<file path="src/rtl/rf_arb_pkg.sv">
// rf_arb_pkg: shared widths and write-record type for the register-file write arbiter
package rf_arb_pkg;
  localparam int RF_ADDR_W  = 5;
  localparam int RF_DATA_W  = 32;
  localparam int RF_NUM_REQ = 3;
  typedef struct packed {
    logic [RF_ADDR_W-1:0] addr;
    logic [RF_DATA_W-1:0] data;
  } rf_wr_t;
endpackage

</file>
<file path="src/rtl/rf_wr_arbiter_rr_pick.sv">
// rr_pick: combinational round-robin picker, first eligible index at or after ptr
module rr_pick #(
  parameter int N  = 3,
  parameter int PW = 2
) (
  input  logic [N-1:0]  elig,
  input  logic [PW-1:0] ptr,
  output logic [N-1:0]  gnt,
  output logic [PW-1:0] idx,
  output logic          any
);
  // scan offsets from farthest to nearest so the nearest eligible index wins
  always_comb begin
    gnt = '0;
    idx = '0;
    any = 1'b0;
    for (int k = N - 1; k >= 0; k--) begin
      if (elig[(int'(ptr) + k) % N]) begin
        gnt = '0;
        gnt[(int'(ptr) + k) % N] = 1'b1;
        idx = PW'((int'(ptr) + k) % N);
        any = 1'b1;
      end
    end
  end
endmodule

</file>
<file path="src/rtl/rf_wr_arbiter.sv">
// rf_wr_arbiter: round-robin sharing of the RF write port; RFARB_X0_DROP_EN drops x0 writes
module rf_wr_arbiter
  import rf_arb_pkg::*;
#(
  parameter int NUM_REQ    = RF_NUM_REQ,
  parameter int ADDR_WIDTH = RF_ADDR_W,
  parameter int DATA_WIDTH = RF_DATA_W
) (
  input  logic                          clk,
  input  logic                          rst,
  input  logic                          hold,
  input  logic [NUM_REQ-1:0]            req_valid,
  input  logic [NUM_REQ*ADDR_WIDTH-1:0] req_addr,
  input  logic [NUM_REQ*DATA_WIDTH-1:0] req_data,
  output logic [NUM_REQ-1:0]            req_ready,
  output logic                          we,
  output logic [ADDR_WIDTH-1:0]         wa,
  output logic [DATA_WIDTH-1:0]         wd,
  output logic                          conflict
);
  localparam int PW = $clog2(NUM_REQ);
  logic [NUM_REQ-1:0] x0, elig, drop, gnt;
  logic [PW-1:0] rr_ptr, idx;
  logic any, multi;
  // requesters whose write would land in x0 and can be acknowledged without the port
  always_comb begin
    x0 = '0;
`ifdef RFARB_X0_DROP_EN
    for (int i = 0; i < NUM_REQ; i++) x0[i] = req_addr[i*ADDR_WIDTH +: ADDR_WIDTH] == '0;
`endif
  end
  assign elig      = (rst || hold) ? '0 : req_valid & ~x0;
  assign drop      = (rst || hold) ? '0 : req_valid & x0;
  assign multi     = |(elig & (elig - 1'b1));
  assign req_ready = gnt | drop;
  rr_pick #(.N(NUM_REQ), .PW(PW)) u_pick (
    .elig (elig),
    .ptr  (rr_ptr),
    .gnt  (gnt),
    .idx  (idx),
    .any  (any)
  );
  // register the winning write and advance the pointer past the winner
  always_ff @(posedge clk) begin
    if (rst) begin
      rr_ptr   <= '0;
      we       <= 1'b0;
      wa       <= '0;
      wd       <= '0;
      conflict <= 1'b0;
    end else begin
      we       <= any;
      conflict <= multi;
      if (any) begin
        rr_ptr <= (idx == PW'(NUM_REQ - 1)) ? '0 : idx + 1'b1;
        wa     <= req_addr[idx*ADDR_WIDTH +: ADDR_WIDTH];
        wd     <= req_data[idx*DATA_WIDTH +: DATA_WIDTH];
      end
    end
  end
endmodule

</file>
<file path="config.mk">
export PLATFORM = sky130hd
export DESIGN_NAME = rf_wr_arbiter
export DESIGN_NICKNAME = d
export VERILOG_FILES = /design/src/rtl/rf_arb_pkg.sv /design/src/rtl/rf_wr_arbiter_rr_pick.sv /design/src/rtl/rf_wr_arbiter.sv
export SDC_FILE = /design/constraint.sdc
export NUM_CORES = 1
export LEC_CHECK = 0
export CAP_MARGIN = 20
export CORE_MARGIN = 2
export CORE_UTILIZATION = 34
export DETAILED_ROUTE_END_ITERATION = 6
export GPL_ROUTABILITY_DRIVEN = 0
export GPL_TIMING_DRIVEN = 0
export PLACE_DENSITY = 0.87
export SLEW_MARGIN = 20
export SYNTH_ARGS = -nofsm -noshare
export SYNTH_HDL_FRONTEND = slang
export SYNTH_HIERARCHICAL = 1
export SYNTH_SLANG_ARGS = --single-unit
</file>
<file path="constraint.sdc">
create_clock -name clk -period 2.25 [get_ports clk]
set_input_delay 0.3375 -clock clk [delete_from_list [all_inputs] [get_ports clk]]
set_output_delay 0.3375 -clock clk [all_outputs]
set_load 0.05 [all_outputs]
</file>
==> out/metrics.cfg, run 1 <==
[outcome]
status = finished with violations
violations = setup timing

[synthesis]
synthCells = 312
yosysUniqueCellTypes = 37
syn_nets = 433
seq_area_frac_synth_pct = 30.91
avgSynthCellArea_sq_um = 8.510
synth-seq-cells = 41
synth_area_leader_cell = dfxtp_1
synth_area_leaders = dfxtp_1, mux2i_1, a311oi_1, nand2_1, a311oi_2
synth_area_sq_um = 2655
synth_warnings = 6
synth_top_area_share_pct = 30.91

[detailed_routing]
viasPerCell = 5.173
drt-met1-wl_um = 4476
dr.pass1.iters = 4
wire_per_inst_um = 17.90
drt_wl_total_um = 11040
routed.top_layer = met4
first_iter_violations = 99
ant_nets = 0
wl_met3_um = 765
vias = 3192
route.detailed.drc = 0
routed-wl-met2_um = 5636

[cells_and_area]
area_delta_synth_final_pct = 103.3
stdcell_count = 617
design_area_sq_um = 5398
nNetsFinal = 635
diodes = 0
drive_gt1_share_pct = 31.84
final_util_pct = 70.58

[timing]
max_clock_freq_mhz = 406.9
tightestPinTransition_ps = 800.1
period_share_pct = 109.2
setup_ws_ps = -207.4
slew_headroom_pct = 46.66
skew_ps = 7.421
finalSetupViolCount = 41
finalCriticalPeriod_ps = 2457
drv_slew = 0
rsz0062_at_grt = yes
final-hold-violation-count = 0

[critical_path]
required_ps = 2460
path_cells = inv_4 -> ha_4 -> nor2b_4 -> o211ai_1 -> a2bb2oi_2 -> o22ai_2 -> buf_6 -> clkbuf_16 -> mux2i_1 -> or2_1 -> a311oi_2
path_buf_inv = 3
critPathArrivalTime_ps = 2670
slowest_delay_ps = 380
crit_type = flip-flop to flip-flop
r2r_cells = 11
worst-path-stages = 11
path_max_fanout = 8
worst_setup_path_start_kind = flip-flop
cp_slowest_cell = dfxtp_4
cp_top_family = compound AO/OA/AOI/OAI gates
end_kind = flip-flop

[clock_network]
cts_tree = yes
clk_pin_slew_ps = 80
cts.path.max_buffers = 2
htreeDepth = 2
root_buffer = clkbuf_8
clock-sinks = 41
numCtsBuffers = 5
hold_buffers = 0
clk_latency_ps = 300

[floorplanning]
die_x_um = 92.37
die_h_um = 92.37
ios = 159
start_util_pct = 34.72
coreArea_sq_um = 7647
rows = 32
dieArea_sq_um = 8532

[placed_design]
placed_cells = 571
dp_hpwl_um = 7067
port_buffers = 157
pre_cts_ws_ps = -766.7
placed_area_sq_um = 4397

[grt]
grt_max_degree = 15
grt_pass1_vias = 3269
grt_pass1_wl_um = 15930
grt_usage_pct = 23.75
grt-ovfl-total = 0
antenna_found_initial = 0

[run]
maxCapViolCount = 0

[worst_hold_path]
holdPathStages = 4
hp-class = input pin to flip-flop

[pwr]
power_uw = 3347
cellPowerDensity_nw_per_um2 = 620.1
ir_drop_uv = 346.1
p_leak_uw = 0.001947

## final timing paths
path / startpoint / endpoint / slack (ps)
max: rr_ptr[0] / wd[3] / -210
min: hold / conflict / 490
max reg2reg: rr_ptr[0] / wd[3] / -210
min reg2reg: wd[14] / wd[14] / 490
## area by class of cell
class | instances | area (sq um)
buffer | 26 | 286.5
clock buffer | 5 | 68.82
clock inverter | 3 | 46.29
fill | 557 | 2250
inverter | 5 | 21.27
multi-input combinational | 238 | 2037
sequential | 41 | 828.3
tap | 102 | 127.6
timing repair buffer | 197 | 1982
## metal layers
layer	vias up	global-route usage, %
met3	16	6.103
li1	1513	-
met1	1522	26.99
met2	141	43.80
met4	0	6.343
met5	-	0
## cell usage in the layout (no fill, tap or decap), types with 4 or more instances in the layout
master           Yosys  routed
a21oi_1             13       9
a21oi_2              1       5
a311oi_1            17       5
a311oi_2             9      21
a31oi_1             12       8
buf_4                2      26
buf_6                2      22
buf_8                0       7
clkbuf_1             8       4
clkbuf_8             0       6
clkdlybuf4s50_1      0     153
dfxtp_1             41      39
mux2_2              12       9
mux2i_1             31      30
nand2_1             39      27
nand2_2              0      10
nor2_1              34      22
nor2_2               0      10
nor2b_1             18      12
nor2b_4              0       6
or2_1               17      24
## worst min-delay path, cell delays in order
cell and delay, ps:
dlygate4sd2_1 230, nor2_4 60, o21ai_1 70, nor2_1 50
## kinds of logic after synthesis
kind of cell             count (synthesis)  synth area share (%)
AND/OR/NAND/NOR                        123                 22.20
AO/OA/AOI/OAI                           67                 20.69
multiplexers                            44                 17.62
flip-flops                              41                 30.91
buffers and inverters                   33                 6.692
adder cells (fa/ha/maj)                  4                 1.885
## cells in the mapped netlist
| cell type | number |
|---|---|
| o2bb2ai_1 | 1 |
| nor2b_1 | 18 |
| a32o_1 | 1 |
| a21oi_1 | 13 |
| o21ai_0 | 2 |
| a32oi_1 | 1 |
| o22ai_1 | 3 |
| nor2_1 | 34 |
| inv_1 | 5 |
| nand2b_1 | 1 |
| o22ai_2 | 1 |
| o211ai_1 | 1 |
| o21ai_1 | 1 |
| or2_0 | 9 |
| and2_1 | 3 |
| buf_6 | 2 |
| buf_2 | 12 |
| mux2_2 | 12 |
| buf_1 | 3 |
| a31oi_1 | 12 |
| buf_4 | 2 |
| buf_12 | 1 |
| clkbuf_1 | 8 |
| or2_1 | 17 |
| ha_1 | 4 |
| a21oi_2 | 1 |
| a311oi_1 | 17 |
| a31o_1 | 2 |
| nand2_1 | 39 |
| nor3b_1 | 1 |
| dfxtp_1 | 41 |
| nand3b_1 | 1 |
| mux2i_4 | 1 |
| a2bb2oi_1 | 1 |
| mux2i_1 | 31 |
| a221oi_1 | 1 |
| a311oi_2 | 9 |
## state kept, by name (all words and copies together) (netlist names)
signal / flops
wa: 5
rr_ptr: 2
conflict: 1
we: 1
wd: 32
## report_power, final
part | total [uW] | internal, uW | leakage (uW) | switching (uW)
Clock | 620 | 332 | 0.0000543 | 288
Sequential | 897 | 834 | 0.000339 | 63.1
Combinational | 1830 | 856 | 0.00155 | 975
## what timing repair did
action | CTS | global route
gates resized for setup | 76 | 107
buffers inserted | 21 | 11
cloned | 6 | 3
pin swaps | 17 | 48
endpoints found under the setup margin | 43 | 43
## stage by stage
stage               TNS (ps)  hold slack [ps]
floorplan             -289.5            455.2
global placement      -25880            470.7
detailed placement    -28640            478.9
CTS                    -1791            483.5
global route           -8948            503.3
finish                 -5058            485.2
(Power assumes the default switching activity.)
==> inputs of run 2 (changes only) <==
Settings changed: ABC_AREA set to 0.
==> results of run 2 <==
No change in the layout: final DEF, timing and power equal those of run 1.
==> inputs of run 3 (changes only) <==
Settings changed: CAP_MARGIN 20 to not set, CORE_UTILIZATION 34 to 33, PLACE_DENSITY 0.87 to 0.88, SYNTH_HIERARCHICAL 1 to not set.
==> out/metrics.cfg, run 3 <==
[outcome]
status = finished with violations
violations = setup timing

[detailed_routing]
route.detailed.drc = 0  ; unchanged
drt_wl_total_um = 9002  ; -18%
first_iter_violations = 102  ; +3.0%
wire_per_inst_um = 16.52  ; -7.7%
ant_nets = 0  ; unchanged
viasPerCell = 5.128  ; -0.87%
dr.pass1.iters = 4  ; unchanged
vias = 2795  ; -12%

[timing]
skew_ps = 9.381  ; +1.959 ps
tightestPinTransition_ps = 623.7  ; -176.4 ps
setup_tns_ps = -4233  ; +824.8 ps
rsz0062_at_grt = yes
finalCriticalPeriod_ps = 2520  ; +62.68 ps
final-hold-violation-count = 0  ; unchanged
drv_slew = 0  ; unchanged
setup_ws_ps = -270.1  ; -62.68 ps
max_clock_freq_mhz = 396.8  ; -2.5%
period_share_pct = 112.0  ; +2.8 points
slew_headroom_pct = 58.42  ; +12 points
finalSetupViolCount = 41  ; unchanged
whs_ps = 414.1  ; -71.11 ps

[placed_design]
pre_cts_ws_ps = -901.6  ; -134.9 ps
dp_hpwl_um = 6632  ; -6.2%
placed_cells = 528  ; -7.5%
port_buffers = 157  ; unchanged

[clock_network]
clk_latency_ps = 290  ; about the same
numCtsBuffers = 5  ; unchanged
hold_buffers = 0  ; unchanged
clock-sinks = 41  ; unchanged
cts_tree = yes
clk_pin_slew_ps = 80  ; about the same
htreeDepth = 2  ; unchanged
cts.path.max_buffers = 2  ; unchanged
root_buffer = clkbuf_8

[pwr]
swShare_pct = 37.19  ; -2.4 points
clock_power_share_pct = 21.8  ; +3.3 points
p_switching_uw = 1047  ; -21%
cellPowerDensity_nw_per_um2 = 611.1  ; -1.5%
power_frac_comb_pct = 47.0  ; -7.7 points
p_seq_share_pct = 31.2  ; +4.4 points
ir_drop_uv = 328.2  ; -5.2%
p_leak_uw = 0.001781  ; -8.6%
intPower_uw = 1769  ; -13%

[critical_path]
worst-path-stages = 8  ; -3
critPathArrivalTime_ps = 2180  ; -490 ps
crit_type = flip-flop to primary output
r2r_cells = 9  ; -2
reg2reg_slack_ps = -150  ; +60 ps
slowest_delay_ps = 390  ; about the same
path_max_fanout = 5  ; -3
worstReg2RegEnd = wa[3]
crit_start = rr_ptr[0]
path_cells = inv_4 -> ha_4 -> or3_4 -> o22ai_4 -> nand2_1 -> a21oi_1 -> a21o_2 -> buf_8
path_buf_inv = 2  ; -1
cp_top_family = compound AO/OA/AOI/OAI gates
r2r_start = rr_ptr[1]
crit_end = req_ready[0]
cp_slowest_cell = dfxtp_4
end_kind = primary output
required_ps = 1910  ; -550 ps
worst_setup_path_start_kind = flip-flop

[synthesis]
synth_top_area_share_pct = 33.90  ; +3.0 points
syn_nets = 393  ; -9.2%
seq_area_frac_synth_pct = 33.90  ; +3.0 points
synth_area_leader_cell = dfxtp_1
synth_edf_count = 0  ; unchanged
yosysUniqueCellTypes = 39  ; +5.4%
avgSynthCellArea_sq_um = 8.901  ; +4.6%
synth.area.mux_share_pct = 1.240  ; -16 points
synth-xor-area-share_pct = 0  ; unchanged
synth_most_common_cell = inv_1
synth_warnings = 0  ; -6
synthSimpleGateAreaFrac_pct = 7.080  ; -15 points
synth_top_family_by_area = compound AO/OA/AOI/OAI gates
synth_compound_area_share_pct = 37.93  ; +17 points
synthFlopType = dfxtp_1
synthCells = 272  ; -13%
async_reset_ff_share_pct = 0  ; unchanged
synth.top_cells.by_count = inv_1, dfxtp_1, a221oi_1
synth_area_leaders = dfxtp_1, o221a_1, a221oi_1, inv_1, buf_12
synth_area_sq_um = 2421  ; -8.8%
synthAdderAreaFrac_pct = 2.067  ; +0.18 points
synth-seq-cells = 41  ; unchanged

[cells_and_area]
nNetsFinal = 566  ; -11%
final_util_pct = 64.22  ; -6.4 points
multi_input_area_sq_um = 1410  ; -31%
ff_latch_area_sq_um = 828.3  ; unchanged
drive_gt1_share_pct = 17.04  ; -15 points
area_delta_synth_final_pct = 90.34
final_common_cell = clkdlybuf4s50_1
n_fill_cell = 583  ; +4.7%
diodes = 0  ; unchanged
largest_register = wd
final_cell_mix = clkdlybuf4s50_1, inv_1, dfxtp_1
top_regs = wd (32), wa (5), rr_ptr (2)
stdcell_count = 545  ; -12%
largest_reg_flops = 32  ; unchanged

[grt]
grt_pass1_wl_um = 12910  ; -19%
grt-ovfl-total = 0  ; unchanged
grt_max_degree = 15  ; unchanged
grt_usage_pct = 20.95  ; -2.8 points
antenna_found_initial = 0  ; unchanged
grt_pass1_vias = 2717  ; -17%

[floorplanning]
die_h_um = 89.66  ; -2.9%
die_x_um = 89.66  ; -2.9%
dieArea_sq_um = 8038  ; -5.8%
coreArea_sq_um = 7176  ; -6.2%
rows = 31  ; -3.1%
ios = 159  ; unchanged
start_util_pct = 33.74  ; -0.98 points

[worst_hold_path]
hp-class = input pin to flip-flop

[run]
maxCapViolCount = 0  ; unchanged

==> run 3: cell types whose count changed in the layout (fill, tap and decap cells not counted), moves of 20 or more <==
cell      previous run  this run
a221oi_1             0        27
a311oi_2            21         0
o221a_1              0        34
nor2_1              22         1
inv_1                3        76
mux2i_1             30         1
nand2_1             27         7
or2_1               24         1
==> run 3: cell type report <==
type                       count  share of cell area [%]
inverter                      78                   6.462
tap                           99                   2.688
clock inverter                 3                  0.9503
buffer                        19                   3.910
multi-input combinational    134                   30.60
sequential                    41                   17.97
clock buffer                   5                   1.493
timing repair buffer         166                   35.92
==> run 3: logic make-up (layout without fill, tap and decap cells) <==
logic type / after synthesis / after routing
AO/OA/AOI/OAI: 98 / 98
buffers and inverters: 97 / 271
flip-flops: 41 / 41
AND/OR/NAND/NOR: 29 / 29
adder cells (fa/ha/maj): 4 / 4
multiplexers: 3 / 3
==> run 3: worst min path at each step <==
stage | to | slack [ps] | cells past startpoint | start
finish | conflict | 410 | 3 | rst
global route | conflict | 420 | 3 | rst
CTS | conflict | 400 | 3 | rst
detailed placement | rr_ptr[1] | 490 | 2 | rr_ptr[1]
global placement | rr_ptr[0] | 470 | 2 | rr_ptr[0]
floorplan | rr_ptr[0] | 470 | 2 | rr_ptr[0]
==> run 3: routing by layer <==
layer,global-route usage [%],vias to the layer above,routed length [um]
met2,38.70,123,4751
met3,5.302,12,625
met1,24.04,1310,3503
met4,5.020,0,121
li1,-,1350,-
met5,0,-,0
==> run 3: repair_timing <==
action / in CTS / in global routing
pin swaps: 8 / 2
setup buffers: 4 / 5
gates resized for setup: 62 / 12
endpoints found under the setup margin: 43 / 42
==> run 3: worst min-delay path: cells and delay by family <==
kind,cells,cell delay [ps]
buffers and inverters,1,120
AO/OA/AOI/OAI,1,40
AND/OR/NAND/NOR,1,160
==> run 3: power groups by stage <==
stage               Sequential [uW]  Combinational (uW)  Clock [uW]
floorplan                      1230                 378           0
global placement                890                1190           0
detailed placement              894                1210           0
CTS                             878                1280         630
global route                    890                1390         656
finish                          879                1320         614
==> run 3: metrics by stage <==
stage / area, sq um / power (uW)
after floorplan: 2491 / 1605
after global placement: 4187 / 2082
after detailed placement: 4187 / 2105
after CTS: 4492 / 2789
after global routing: 4608 / 2939
final: 4608 / 2816
==> variant: new RTL, config.mk and constraints of run 2 <==
Reset style: asynchronous (`rst`), changed in one clocked block.
--- a/src/rtl/rf_wr_arbiter.sv
+++ b/src/rtl/rf_wr_arbiter.sv
@@ -43,3 +43,3 @@
   // register the winning write and advance the pointer past the winner
-  always_ff @(posedge clk) begin
+  always_ff @(posedge clk or posedge rst) begin
     if (rst) begin
Behaviour: differs if rst is asserted again (counterexample within 4 cycles, from zero or initial values and one cycle with rst high); with rst held inactive, the same outputs for 4 cycles.
==> variant against run 2 <==
- the run still ends with negative setup slack left
- setup slack improved by 0.084 ns
- routed wire length decreased by 1.9%
- sequential cell count unchanged
- cell area increased by 3.5%
- synthesized area increased by 9.9%
- sequential share of layout area increased by 3.0 points
- hold slack got worse by 0.11 ns
- cell count decreased by 6.2%
- critical endpoint is now req_ready[1]
- highest routed layer unchanged
Power is not compared: it rests on default switching activity, and its combinational part moved more than twofold at a synthesized area within 25%.
==> variant: results (changes against run 2) <==
- CP Launch Point: rr_ptr[0]
- Wire length on met2: 6005 µm (+6.5%)
- Largest net degree at the start of global routing: 24 (+9)
- Placed instance area: 4669 µm² (+6.2%)
- Post-synthesis compound-gate area fraction: 18.14% (-2.5 points)
- Share of cells above drive strength 1: 27.64% (-4.2 points)
- Worst path slowest cell: dfrtp_1
- Vias in the first global route: 3381 (+3.4%)
- Synth Area in Adders: 1.715% (-0.17 points)
- Worst path arrival time: 2.04 ns (-0.63 ns)
- Max stage delay on crit path: 0.40 ns (+0.02 ns)
- Setup-failing EPs final: 32 (-22%)
- Met3 wire length: 507 µm (-34%)
- Vias per cell: 5.306 (+2.6%)
- Footprint of the multi-input gates: 1896 µm² (-6.9%)
- Grt met1 use: 24.72% (-2.3 points)
- M1 WL: 4077 µm (-8.9%)
- Asr flop ratio synth: 100.0% (+100 points)
- Post-synth EDFFs: 0 (unchanged)
- Placed Instances: 535 (-6.3%)
- Fill cell count: 645 (+16%)
- Dominant cells by area after synthesis: dfrtp_1 (35%), mux2i_1 (14%), nand4b_1 (11%), o211ai_2 (8.6%), nand2b_1 (8.1%)
- FFs & Latches: 41 (unchanged)
- # rows: 33 (+3.1%)
- NonClk Buf Share: 43.25% (+1.2 points)
- Layout Cells excl Fill: 579 (-6.2%)
- Area delta synth->final: 91.55%
- Post-synthesis mux area share: 14.88% (-2.7 points)
- Comb_multi_in: 193 (-19%)
- Setup TNS: -0.9080 ns (+4.150 ns)
- Cells after synthesis: 271 (-13%)
- Post-Syn Nets: 392 (-9.5%)
- Synth top cells by count: dfrtp_1 (41), mux2i_1 (40), nand2b_1 (38)
- Setup ws final: -0.1232 ns (+0.08417 ns)
- Worst-margin pin slew: 0.5514 ns (-0.2487 ns)
- Grt met2 use: 40.54% (-3.3 points)
- Total wire length: 10840 µm (-1.9%)
- Sequential area share after synthesis: 35.16% (+4.2 points)
- Status: finished with violations
- Failing checks: negative setup slack
- IO Port Bufs: 158 (+0.64%)
- Clk_buf instances: 7 (+2)
## variant: worst paths after layout
kind	end	slack (ns)	cells after the start
setup / recovery	req_ready[1]	-0.12	8
hold / removal	conflict	0.38	2
setup reg to reg	wd[30]	-0.05	11
hold reg to reg	wd[8]	0.51	2
max in group asynchronous	rr_ptr[1]	1.38	3
min in group clk	conflict	0.46	2
## variant: timing repair
| action | 4_1_cts | 5_1_grt |
|---|---|---|
| setup endpoints to repair | 42 | 42 |
| hold buffers | 0 | 0 |
| buffers inserted | 26 | 8 |
| pin swaps | 17 | 32 |
| resized for setup | 92 | 49 |
| cloned | 1 | 4 |
## variant: power groups by stage
stage                     Sequential, mW  Clock, mW  Combinational (mW)
after floorplan                     2.44          0                1.88
final                               1.32      0.483                5.93
after CTS                           1.31      0.487                5.22
after global placement              1.30          0                4.33
after global routing                1.37      0.531                6.22
after detailed placement            1.31          0                4.43
